**src/rtl/fifo_umbrales_pkg.sv**
```systemverilog
// Shared definitions for the thresholded queue FIFOs.
//   - Default geometry of each queue (word width, address width).
//   - Bit positions of each queue inside the control machine's
//     FIFO_empties / FIFO_errors vectors.
package fifo_umbrales_pkg;

  localparam int DATA_WIDTH_DEF = 6;
  localparam int ADDR_WIDTH_DEF = 2;

  localparam int IDX_MF  = 0;
  localparam int IDX_VC0 = 1;
  localparam int IDX_VC1 = 2;
  localparam int IDX_D0  = 3;
  localparam int IDX_D1  = 4;

  localparam int NUM_FIFOS = 5;

endpackage

```
**src/rtl/fifo_umbrales_memoria_dp.sv**
```systemverilog
// memoria_dp: 2**ADDR_WIDTH x DATA_WIDTH register file.
//   clk      in   single clock
//   reset    in   synchronous active-high; clears only the read register
//   wr_en    in   write strobe
//   wr_addr  in   write address
//   wr_data  in   write data
//   rd_en    in   read strobe; rd_data only changes when this is high
//   rd_addr  in   read address
//   rd_data  out  registered read data
// Reading and writing the same address on one edge returns the old word.
module memoria_dp
  import fifo_umbrales_pkg::*;
#(
  parameter int DATA_WIDTH = DATA_WIDTH_DEF,
  parameter int ADDR_WIDTH = ADDR_WIDTH_DEF
) (
  input  logic                  clk,
  input  logic                  reset,
  input  logic                  wr_en,
  input  logic [ADDR_WIDTH-1:0] wr_addr,
  input  logic [DATA_WIDTH-1:0] wr_data,
  input  logic                  rd_en,
  input  logic [ADDR_WIDTH-1:0] rd_addr,
  output logic [DATA_WIDTH-1:0] rd_data
);

  localparam int DEPTH = 2 ** ADDR_WIDTH;

  logic [DATA_WIDTH-1:0] mem [DEPTH];

  // Storage is never cleared; the owner makes stale words unreachable.
  always_ff @(posedge clk) begin
    if (wr_en) mem[wr_addr] <= wr_data;
  end

  always_ff @(posedge clk) begin
    if (reset)      rd_data <= '0;
    else if (rd_en) rd_data <= mem[rd_addr];
  end

endmodule

```
**src/rtl/fifo_umbrales.sv**
```systemverilog
// fifo_umbrales: synchronous FIFO with programmable almost-full /
// almost-empty thresholds, one instance per queue feeding the control
// machine.
//   clk           in   single clock
//   reset         in   synchronous, active-high; flushes the queue
//   push          in   write request
//   data_in       in   write data, sampled with push
//   pop           in   read request
//   umbral_alto   in   almost-full threshold
//   umbral_bajo   in   almost-empty threshold
//   data_out      out  registered read data (holds when no pop)
//   valid_out     out  data_out was popped on the previous edge
//   fifo_empty    out  occupancy == 0
//   fifo_full     out  occupancy == depth
//   almost_full   out  occupancy >= umbral_alto
//   almost_empty  out  occupancy <= umbral_bajo
//   fifo_error    out  sticky overflow/underflow indication
module fifo_umbrales
  import fifo_umbrales_pkg::*;
#(
  parameter int DATA_WIDTH = DATA_WIDTH_DEF,
  parameter int ADDR_WIDTH = ADDR_WIDTH_DEF
) (
  input  logic                  clk,
  input  logic                  reset,
  input  logic                  push,
  input  logic [DATA_WIDTH-1:0] data_in,
  input  logic                  pop,
  input  logic [ADDR_WIDTH-1:0] umbral_alto,
  input  logic [ADDR_WIDTH-1:0] umbral_bajo,
  output logic [DATA_WIDTH-1:0] data_out,
  output logic                  valid_out,
  output logic                  fifo_empty,
  output logic                  fifo_full,
  output logic                  almost_full,
  output logic                  almost_empty,
  output logic                  fifo_error
);

  localparam int DEPTH = 2 ** ADDR_WIDTH;
  localparam logic [ADDR_WIDTH:0]   COUNT_FULL = (ADDR_WIDTH + 1)'(DEPTH);
  localparam logic [ADDR_WIDTH:0]   COUNT_ONE  = (ADDR_WIDTH + 1)'(1);
  localparam logic [ADDR_WIDTH-1:0] PTR_ONE    = ADDR_WIDTH'(1);

  logic [ADDR_WIDTH-1:0] wr_ptr;
  logic [ADDR_WIDTH-1:0] rd_ptr;
  logic [ADDR_WIDTH:0]   count;
  logic                  vld_p1;
  logic                  err_q;

  logic pop_acc;
  logic push_acc;
  logic overflow;
  logic underflow;

  // Flags derive from the registered count only; thresholds are
  // zero-extended so a threshold of 0 makes almost_full constant 1.
  assign fifo_empty   = (count == '0);
  assign fifo_full    = (count == COUNT_FULL);
  assign almost_full  = (count >= {1'b0, umbral_alto});
  assign almost_empty = (count <= {1'b0, umbral_bajo});

  // A full queue still takes a push when a pop frees a slot the same
  // edge; an empty queue never forwards a same-cycle push to the reader.
  assign pop_acc   = pop && !fifo_empty;
  assign push_acc  = push && (!fifo_full || pop_acc);
  assign overflow  = push && fifo_full && !pop;
  assign underflow = pop && fifo_empty;

  // ---- stage p0 -> p1: pointer/count/status update, registered read ----
  always_ff @(posedge clk) begin
    if (reset) begin
      wr_ptr <= '0;
      rd_ptr <= '0;
      count  <= '0;
      vld_p1 <= 1'b0;
      err_q  <= 1'b0;
    end else begin
      if (push_acc) wr_ptr <= wr_ptr + PTR_ONE;
      if (pop_acc)  rd_ptr <= rd_ptr + PTR_ONE;
      case ({push_acc, pop_acc})
        2'b10:   count <= count + COUNT_ONE;
        2'b01:   count <= count - COUNT_ONE;
        default: count <= count;
      endcase
      vld_p1 <= pop_acc;
      if (overflow || underflow) err_q <= 1'b1;
    end
  end

  memoria_dp #(
    .DATA_WIDTH (DATA_WIDTH),
    .ADDR_WIDTH (ADDR_WIDTH)
  ) u_mem (
    .clk     (clk),
    .reset   (reset),
    .wr_en   (push_acc && !reset),
    .wr_addr (wr_ptr),
    .wr_data (data_in),
    .rd_en   (pop_acc && !reset),
    .rd_addr (rd_ptr),
    .rd_data (data_out)
  );

  assign valid_out  = vld_p1;
  assign fifo_error = err_q;

endmodule

```
**config.mk**
```make
export PLATFORM = sky130hd
export DESIGN_NAME = fifo_umbrales
export DESIGN_NICKNAME = d
export VERILOG_FILES = /design/src/rtl/fifo_umbrales_pkg.sv /design/src/rtl/fifo_umbrales_memoria_dp.sv /design/src/rtl/fifo_umbrales.sv
export SDC_FILE = /design/constraint.sdc
export NUM_CORES = 1
export LEC_CHECK = 0
export CORE_MARGIN = 1.5
export CORE_UTILIZATION = 45
export CTS_BUF_LIST = sky130_fd_sc_hd__clkbuf_2 sky130_fd_sc_hd__clkbuf_4 sky130_fd_sc_hd__clkbuf_8
export DETAILED_ROUTE_END_ITERATION = 6
export GPL_ROUTABILITY_DRIVEN = 0
export PLACE_DENSITY = 0.68
export SLEW_MARGIN = 20
export SYNTH_ARGS = -nofsm -noshare
export SYNTH_HDL_FRONTEND = slang
export SYNTH_HIERARCHICAL = 1
export SYNTH_SLANG_ARGS = --single-unit
```
**constraint.sdc**
```tcl
create_clock -name clk -period 2.57 [get_ports clk]
set_clock_uncertainty 0.2 [all_clocks]
set_input_delay 0.3855 -clock clk [delete_from_list [all_inputs] [get_ports clk]]
set_output_delay 0.3855 -clock clk [all_outputs]
set_load 0.005 [all_outputs]
```
Word level (Yosys, flattened, before mapping)
Memories as Yosys holds them, arrays and structs flattened. A register that Yosys moved wholly into a read port is not among the register bits.
Cells that the tools add are included.
Storage, ports and cells
  memory bits (writable): 24
  memories: 1
  register bits: 9
  memory bits (read-only): 0
  bits in latches: 0
Cells by class
  magnitude comparators: 2
  $add $sub $neg: 4
  muxes and demuxes: 3
  divide/modulo/power cells: 0
  bitwise gates (word level): 0
  shifts and indexed selects: 0
  equal/unequal tests: 3
  reductions and logical operators: 15
  multiply operators: 0
Memories
  u_mem.mem: words 4, bits a word 6, read ports 1, clocked after Yosys merged registers in 1, wr ports 1, RTL line fifo_umbrales_memoria_dp.sv:29  | logic [DATA_WIDTH-1:0] mem [DEPTH];
Operators with widths (count)
  1-bit logical AND: 7
  3-bit one-hot mux with 2 select lines: 1
  2-bit by 1-bit adder with 2-bit output (second input constant): 2
  1-bit zero test: 4
  3-bit by 1-bit adder with 3-bit output (second input constant): 1
  3-bit == test (second input constant): 1
  3-bit by 2-bit greater-or-equal comparator with 1-bit output: 1
  3-bit by 2-bit <= comparator with 1-bit output: 1
  3-bit zero test: 1
  3-bit by 1-bit subtractor with 3-bit output (second input constant): 1
  2-bit by 1-bit == test with 1-bit output (second input constant): 1
  2-bit == test (second input constant): 1
  1-bit logical OR: 2
  1-bit 2-to-1 mux: 2
  2-bit nonzero test: 1

Logic depth before layout (Yosys ltp)
Gate-level depths: netlist of run 1.
  depth in word-level cells: 8
  gate-level depth with buffers: 7
  gate-level depth less buffers: 6

By module
Netlist of run 1, hierarchy kept.
By module, submodules not included
  memoria_dp: sequential area each 840.8 um^2, cells an instance 63, times used 1, area an instance 1128.6 um^2
  fifo_umbrales: sequential area each 180.2 um^2, cells an instance 75, times used 1, area an instance 653.1 um^2

Least setup slack after synthesis of run 1
No wires, ideal clock.
  path kind: in2reg
  from: input push
  to: memory u_mem/mem[0][0] in the netlist's numbering, enable pin
  slack: 0.512 ns
  required time: 1.992 ns
  setup time: 0.378 ns
  stages: 4
  data arrival time: 1.480 ns
  cell sequence: buf_2 -> inv_1 -> nor3_1 -> nor3b_1
On the way
  cells in the longest elaborated chain, start to end: 4
RTL lines
  start: declaration: RTL line fifo_umbrales.sv:26  | input logic push,
  1-bit logical AND: RTL line fifo_umbrales.sv:66  | assign push_acc = push && (!fifo_full || pop_acc);
  1-bit logical AND: RTL line fifo_umbrales.sv:97  | .wr_en (push_acc && !reset),
  1-bit 2-to-1 mux: RTL line fifo_umbrales_memoria_dp.sv:33  | if (wr_en) mem[wr_addr] <= wr_data;
  1-bit 2-to-1 mux (not written as such): RTL line fifo_umbrales_memoria_dp.sv:33
  end: declaration: RTL line fifo_umbrales_memoria_dp.sv:29
Every way passes these cells.

Final worst setup path of run 1
  from: input umbral_bajo[1]
  to: output almost_empty
On the way
  cells in the longest elaborated chain, start to end: 1
RTL lines
  start: declaration: RTL line fifo_umbrales.sv:30  | input logic [ADDR_WIDTH-1:0] umbral_bajo,
  3-bit by 2-bit <= comparator with 1-bit output: RTL line fifo_umbrales.sv:61  | assign almost_empty = (count <= {1'b0, umbral_bajo});
  end: declaration: RTL line fifo_umbrales.sv:36  | output logic almost_empty,
Every way passes these cells.

==> results.toml, run 1 <==
[job]
maxCapViolations = 0

[logic_synthesis]
syn_nets = 157
netlist_area_um2 = 1780
synthCells = 138
syn_avg_cell_area_um2 = 12.9
synth.area.top_cells = "edfxtp_1 40%, dfxtp_1 17%, mux2i_1 6.7%"
ys_seq_area_frac = 0.573
yosysTopAreaCell = "edfxtp_1"
netlist-cell-type-count = 44
synth_top_cell_area_share = 0.404
yosys_register_bits = 39
ys_warn_count = 6

[detailed_routing]
routedWlPerCell_um = 15.0
wl_mm = 3.32
vias = 1177
dr.pass1.iters = 4
route.detailed.drc = 0
ant_nets = 0
via_per_inst = 5.30
drt_iter0_drc = 49

[power]
power.clock.fraction = 0.376
combPwrFrac = 0.163
p_sw_uw = 351
seq_power_share = 0.460
peakVddDrop_mv = 0.486
power_density_nw_per_um2 = 706
swShare = 0.220
p_leak_nw = 0.835
p_int_mw = 1.24

[setup_path]
critPathLaunchType = "input port"
cp_num_buf_inv = 3
end_kind = "output port"
cpLargestDelayFamily = "buffers and inverters"
cp_slowest_cell = "clkdlybuf4s50_1"
slowest_delay_ns = 0.45
crit_type = "in -> out"
cp_max_fo = 2
worstPathRequired_ns = 1.98
cp_cell_sequence = "clkdlybuf4s50_1, inv_1, ha_1, a21o_1, a21oi_1, dlygate4sd2_1"
arrival_ns = 1.70

[placement]
place_area_um2 = 2120
place_inst = 214
dp_hpwl_mm = 2.30
pre_cts_ws_ns = 0.0000644
portBuffers = 25

[grt]
grt_pass1_wl_mm = 5.25
grt_pass1_vias = 1183
grt_max_degree = 15
grt_usage = 0.168
grt-ovfl-total = 0
antenna_found_initial = 0

[sta]
rsz0062_at_grt = "no"
fin_tns_setup_ns = 0
hold_slack_ns = 0.248
slew_headroom = 0.487
final-setup-viol-count = 0
final_hold_viol_count = 0
fin_crit_ns = 2.28
worst_slew_pin_slew_ns = 0.768
setup_ws_ns = 0.285
period_share = 0.889
max_freq_ghz = 0.438
finalMaxSlewViolations = 0

[finish]
drive_gt1_frac = 0.172
nets = 192
fin_cells = 222
syn2layout_area_growth_pct = 26.8
diodes = 0
post-route-cell-area_um2 = 2260

[floorplan]
start_util = 0.476
die_w_um = 65.9
rows = 22
die_height_um = 65.9
core_um2 = 3740
io_pins = 26
dieArea_um2 = 4350

[clock_tree]
cts_tree = "yes"
cts_max_path_buffers = 2
cts_hold_buf = 0
insertion_delay_ns = 0.29
cts_sinks = 39
cts_made_buffers = 5
htreeDepth = 2
cts-root-buf = "clkbuf_8"
clk_pin_slew_ns = 0.08

[run_status]
status = "finished clean"

[worst_hold_path]
hold_class = "reg -> reg"
==> Yosys cell counts (all sizes together) <==
library cell  instances
o31ai                 2
mux2                  1
or2                   1
edfxtp               24
a211o                 1
and2                  1
ha                    4
a21oi                 3
clkbuf                1
nor3b                 2
dfxtp                15
o311ai                1
nor2b                 2
o21ai                 2
o21bai                1
nand3b                2
mux2i                12
and3b                 2
o221ai                6
a221oi                1
or3b                  7
o2111ai               2
a21o                  1
xor2                  4
buf                   7
a31oi                 1
o211ai                1
nand2b                3
nor4b                 1
inv                   8
nor2                  9
and3                  1
nand2                 2
nor3                  2
nand3                 2
fa                    1
or3                   2
==> registers in the layout, indices dropped and copies added (netlist names) <==
signal	flops
u_mem/mem	24
u_mem/rd_data	6
count	3
rd_ptr	2
wr_ptr	2
fifo_error	1
valid_out	1
==> per-stage QoR <==
stage / total power [mW] / util
after floorplan: 0.899 / -
after global placement: 1.00 / 0.567
after detailed placement: 1.01 / 0.567
after CTS: 1.61 / 0.603
after global routing: 1.67 / 0.603
final: 1.59 / 0.603
==> final timing paths <==
path | slack, ns | cells past startpoint | to | from
setup / recovery | 0.29 | 6 | almost_empty | umbral_bajo[1]
hold / removal | 0.25 | 2 | fifo_error$_SDFFE_PP0P_ | fifo_error$_SDFFE_PP0P_
setup reg to reg | 0.34 | 7 | count[1]$_SDFFE_PP0P_ | count[1]$_SDFFE_PP0P_
hold reg to reg | 0.25 | 2 | fifo_error$_SDFFE_PP0P_ | fifo_error$_SDFFE_PP0P_
==> power groups by stage <==
| stage | Clock, mW | Sequential, mW | Combinational [mW] |
|---|---|---|---|
| after CTS | 0.610 | 0.734 | 0.265 |
| after global placement | 0 | 0.747 | 0.255 |
| after global routing | 0.639 | 0.740 | 0.289 |
| after floorplan | 0 | 0.728 | 0.171 |
| final | 0.600 | 0.734 | 0.260 |
| after detailed placement | 0 | 0.748 | 0.264 |
==> cell families after synthesis <==
family                   after synthesis  synth area share
multiplexers                          13            0.0758
flip-flops                            39             0.573
XOR/XNOR                               4            0.0197
AO/OA/AOI/OAI                         22            0.0990
AND/OR/NAND/NOR                       39             0.146
buffers and inverters                 16            0.0471
adder cells (fa/ha/maj)                5            0.0393
==> final cells by class <==
class,instances,area [µm²]
multi-input cells,83,677
well taps,48,60.1
flip-flops and latches,39,1020
inverters,8,30.0
clock inverters,2,60.1
repair buffers,36,334
fillers,314,1490
clock buffers,6,76.3
==> layout by cell type (no fill, tap or decap), types with 2 or more instances in the layout <==
master	instances
a21oi_1	3
and3b_1	2
buf_4	11
bufinv_16	2
clkbuf_8	5
clkdlybuf4s50_1	23
dfxtp_1	15
edfxtp_1	24
ha_1	4
inv_1	8
mux2i_1	12
nand2_1	2
nand2b_1	3
nand3_1	2
nor2_1	9
nor2b_1	2
nor3_1	2
nor3b_1	2
o2111ai_1	2
o221ai_1	5
or3_1	2
or3b_2	6
xor2_1	4
==> per-layer routing <==
| metal | track usage | routed length, µm |
|---|---|---|
| met5 | 0 | 0 |
| met4 | 0.0469 | 36 |
| met3 | 0.0562 | 177 |
| met2 | 0.298 | 1690 |
| met1 | 0.193 | 1420 |
==> worst min-delay path, cell delays in order (launching register included) <==
cell and delay [ns]:
dfxtp_1 0.31, inv_1 0.05, a21oi_1 0.05
==> timing repair <==
action | CTS | global route
resized for setup | 1 | 1
endpoints found under the hold margin | 0 | 0
setup buffers | 0 | 0
endpoints found under the setup margin | 1 | 1
Power figures use the tool's default switching activity.
==> inputs of run 2 (changes only) <==
- ABC_AREA: default -> 1
==> results.toml, run 2 <==
[run_status]
status = "finished clean"

[logic_synthesis]
yosys_register_bits = 39
netlist-cell-type-count = 25
synth-async-reset-ratio = 0
synthXorXnorAreaFrac = 0.00507
yosysMostFrequentCell = "nand2_1"
synth.mux.area_fraction = 0
ys_warn_count = 6
ys_seq_area_frac = 0.590
syn_nets = 190
synth-edff-count = 24
synth_top_family_by_area = "simple AND/OR/NAND/NOR gates"
synth_top_cell_area_share = 0.417
ys_top_cells_by_count = "36 x nand2_1, 24 x edfxtp_1, 18 x inv_1"
syn_avg_cell_area_um2 = 10.1
synth_compound_area_frac = 0.0970
synth-simple-area-share = 0.203
netlist_area_um2 = 1730
synthCells = 171
yosysTopAreaCell = "edfxtp_1"
synth.area.top_cells = "edfxtp_1 42%, dfxtp_1 17%, nand2_1 7.8%"
synthFlopType = "edfxtp_1"
synthAdderAreaFrac = 0.0405

[power]
power_density_nw_per_um2 = 783
power_mw = 1.70
p_leak_nw = 0.878
peakVddDrop_mv = 0.474

[setup_path]
critPathLaunchType = "input port"
arrival_ns = 1.77
end_kind = "output port"
crit_type = "in -> out"
cp_max_fo = 1
worstPathRequired_ns = 1.98

[grt]
grt_max_degree = 17
grt_pass1_vias = 1218
grt_pass1_wl_mm = 5.56
grt_usage = 0.174
antenna_found_initial = 0
grt-ovfl-total = 0

[sta]
fin_tns_setup_ns = 0
hold_slack_ns = 0.285
rsz0062_at_grt = "no"
finalMaxSlewViolations = 0
fin_crit_ns = 2.35
max_freq_ghz = 0.425
final_hold_viol_count = 0
period_share = 0.915
worst_slew_pin_slew_ns = 0.551
slew_headroom = 0.632
setup_ws_ns = 0.219
final-setup-viol-count = 0

[clock_tree]
htreeDepth = 2
cts_sinks = 39
clk_pin_slew_ns = 0.08
cts_resized = 0
cts_hold_buf = 0
cts_max_path_buffers = 2
cts_tree = "yes"
insertion_delay_ns = 0.28
cts_made_buffers = 5
cts-root-buf = "clkbuf_8"
cts_setup_buffers = 0

[finish]
fin_cells = 256
syn2layout_area_growth_pct = 25.8
fin_util = 0.590
largest_register_ff_count = 24
layout_common_cells = "36 x nand2_1, 24 x clkdlybuf4s50_1, 24 x edfxtp_1"
diodes = 0
drive_gt1_frac = 0.163
nets = 226
top_register = "u_mem/mem"
top_regs = "u_mem/mem (24), u_mem/rd_data (6), count (3)"
fillers = 313
post-route-cell-area_um2 = 2170
layout_commonest_cell = "nand2_1"

[floorplan]
die_height_um = 65.0
rows = 22
core_um2 = 3690
io_pins = 26
start_util = 0.469
die_w_um = 65.0
dieArea_um2 = 4220

[placement]
place_inst = 248
portBuffers = 25
dp_hpwl_mm = 2.44
pre_cts_ws_ns = 0.0102
place_area_um2 = 2060

[detailed_routing]
ant_nets = 0
via_per_inst = 5.13
route.detailed.drc = 0
drt_iter0_drc = 60
vias = 1314
wl_mm = 3.29
routedWlPerCell_um = 12.9
dr.pass1.iters = 4

[worst_hold_path]
hold_class = "reg -> reg"

[job]
maxCapViolations = 0
run 2: layout make-up:
type	instances	area (µm²)	share of cell area
timing repair buffer	32	305	0.140
sequential	39	1020	0.470
clock buffer	5	68.8	0.0316
clock inverter	3	38.8	0.0178
multi-input combinational	107	598	0.275
inverter	22	82.6	0.0380
tap	48	60.1	0.0276
run 2: cell families (layout without fill, tap and decap cells):
| kind of cell | count (synthesis) | count (layout) |
|---|---|---|
| simple gates | 74 | 74 |
| flops | 39 | 39 |
| compound gates | 27 | 27 |
| buf+inv | 25 | 62 |
| fa+ha+maj | 5 | 5 |
| xor+xnor | 1 | 1 |
run 2: worst max-delay path: stages:
cell             delay (ns)
clkdlybuf4s50_1        0.46
inv_1                  0.04
ha_1                   0.26
o21ai_0                0.07
nand2_1                0.06
clkdlybuf4s50_1        0.49
run 2: where the power goes:
group	internal, mW	switching [mW]	total [mW]
registers	0.717	0.0561	0.773
clock network	0.284	0.202	0.486
logic	0.210	0.234	0.445
run 2: final timing paths:
| kind | startpoint | end | slack, ns | cells past startpoint |
|---|---|---|---|---|
| worst min register to register | fifo_error$_SDFFE_PP0P_ | fifo_error$_SDFFE_PP0P_ | 0.29 | 2 |
| worst max register to register | count[1]$_SDFFE_PP0P_ | count[2]$_SDFFE_PP0P_ | 0.67 | 8 |
| worst max-delay path | umbral_alto[1] | almost_full | 0.22 | 6 |
| worst min-delay path | fifo_error$_SDFFE_PP0P_ | fifo_error$_SDFFE_PP0P_ | 0.29 | 2 |
run 2: metal layers:
layer | track usage | part of all wire | up-vias
met5 | 0 | 0 | -
met3 | 0.0451 | 0.037 | 4
li1 | - | - | 647
met2 | 0.291 | 0.52 | 30
met1 | 0.215 | 0.44 | 633
met4 | 0.0665 | 0.0064 | 0
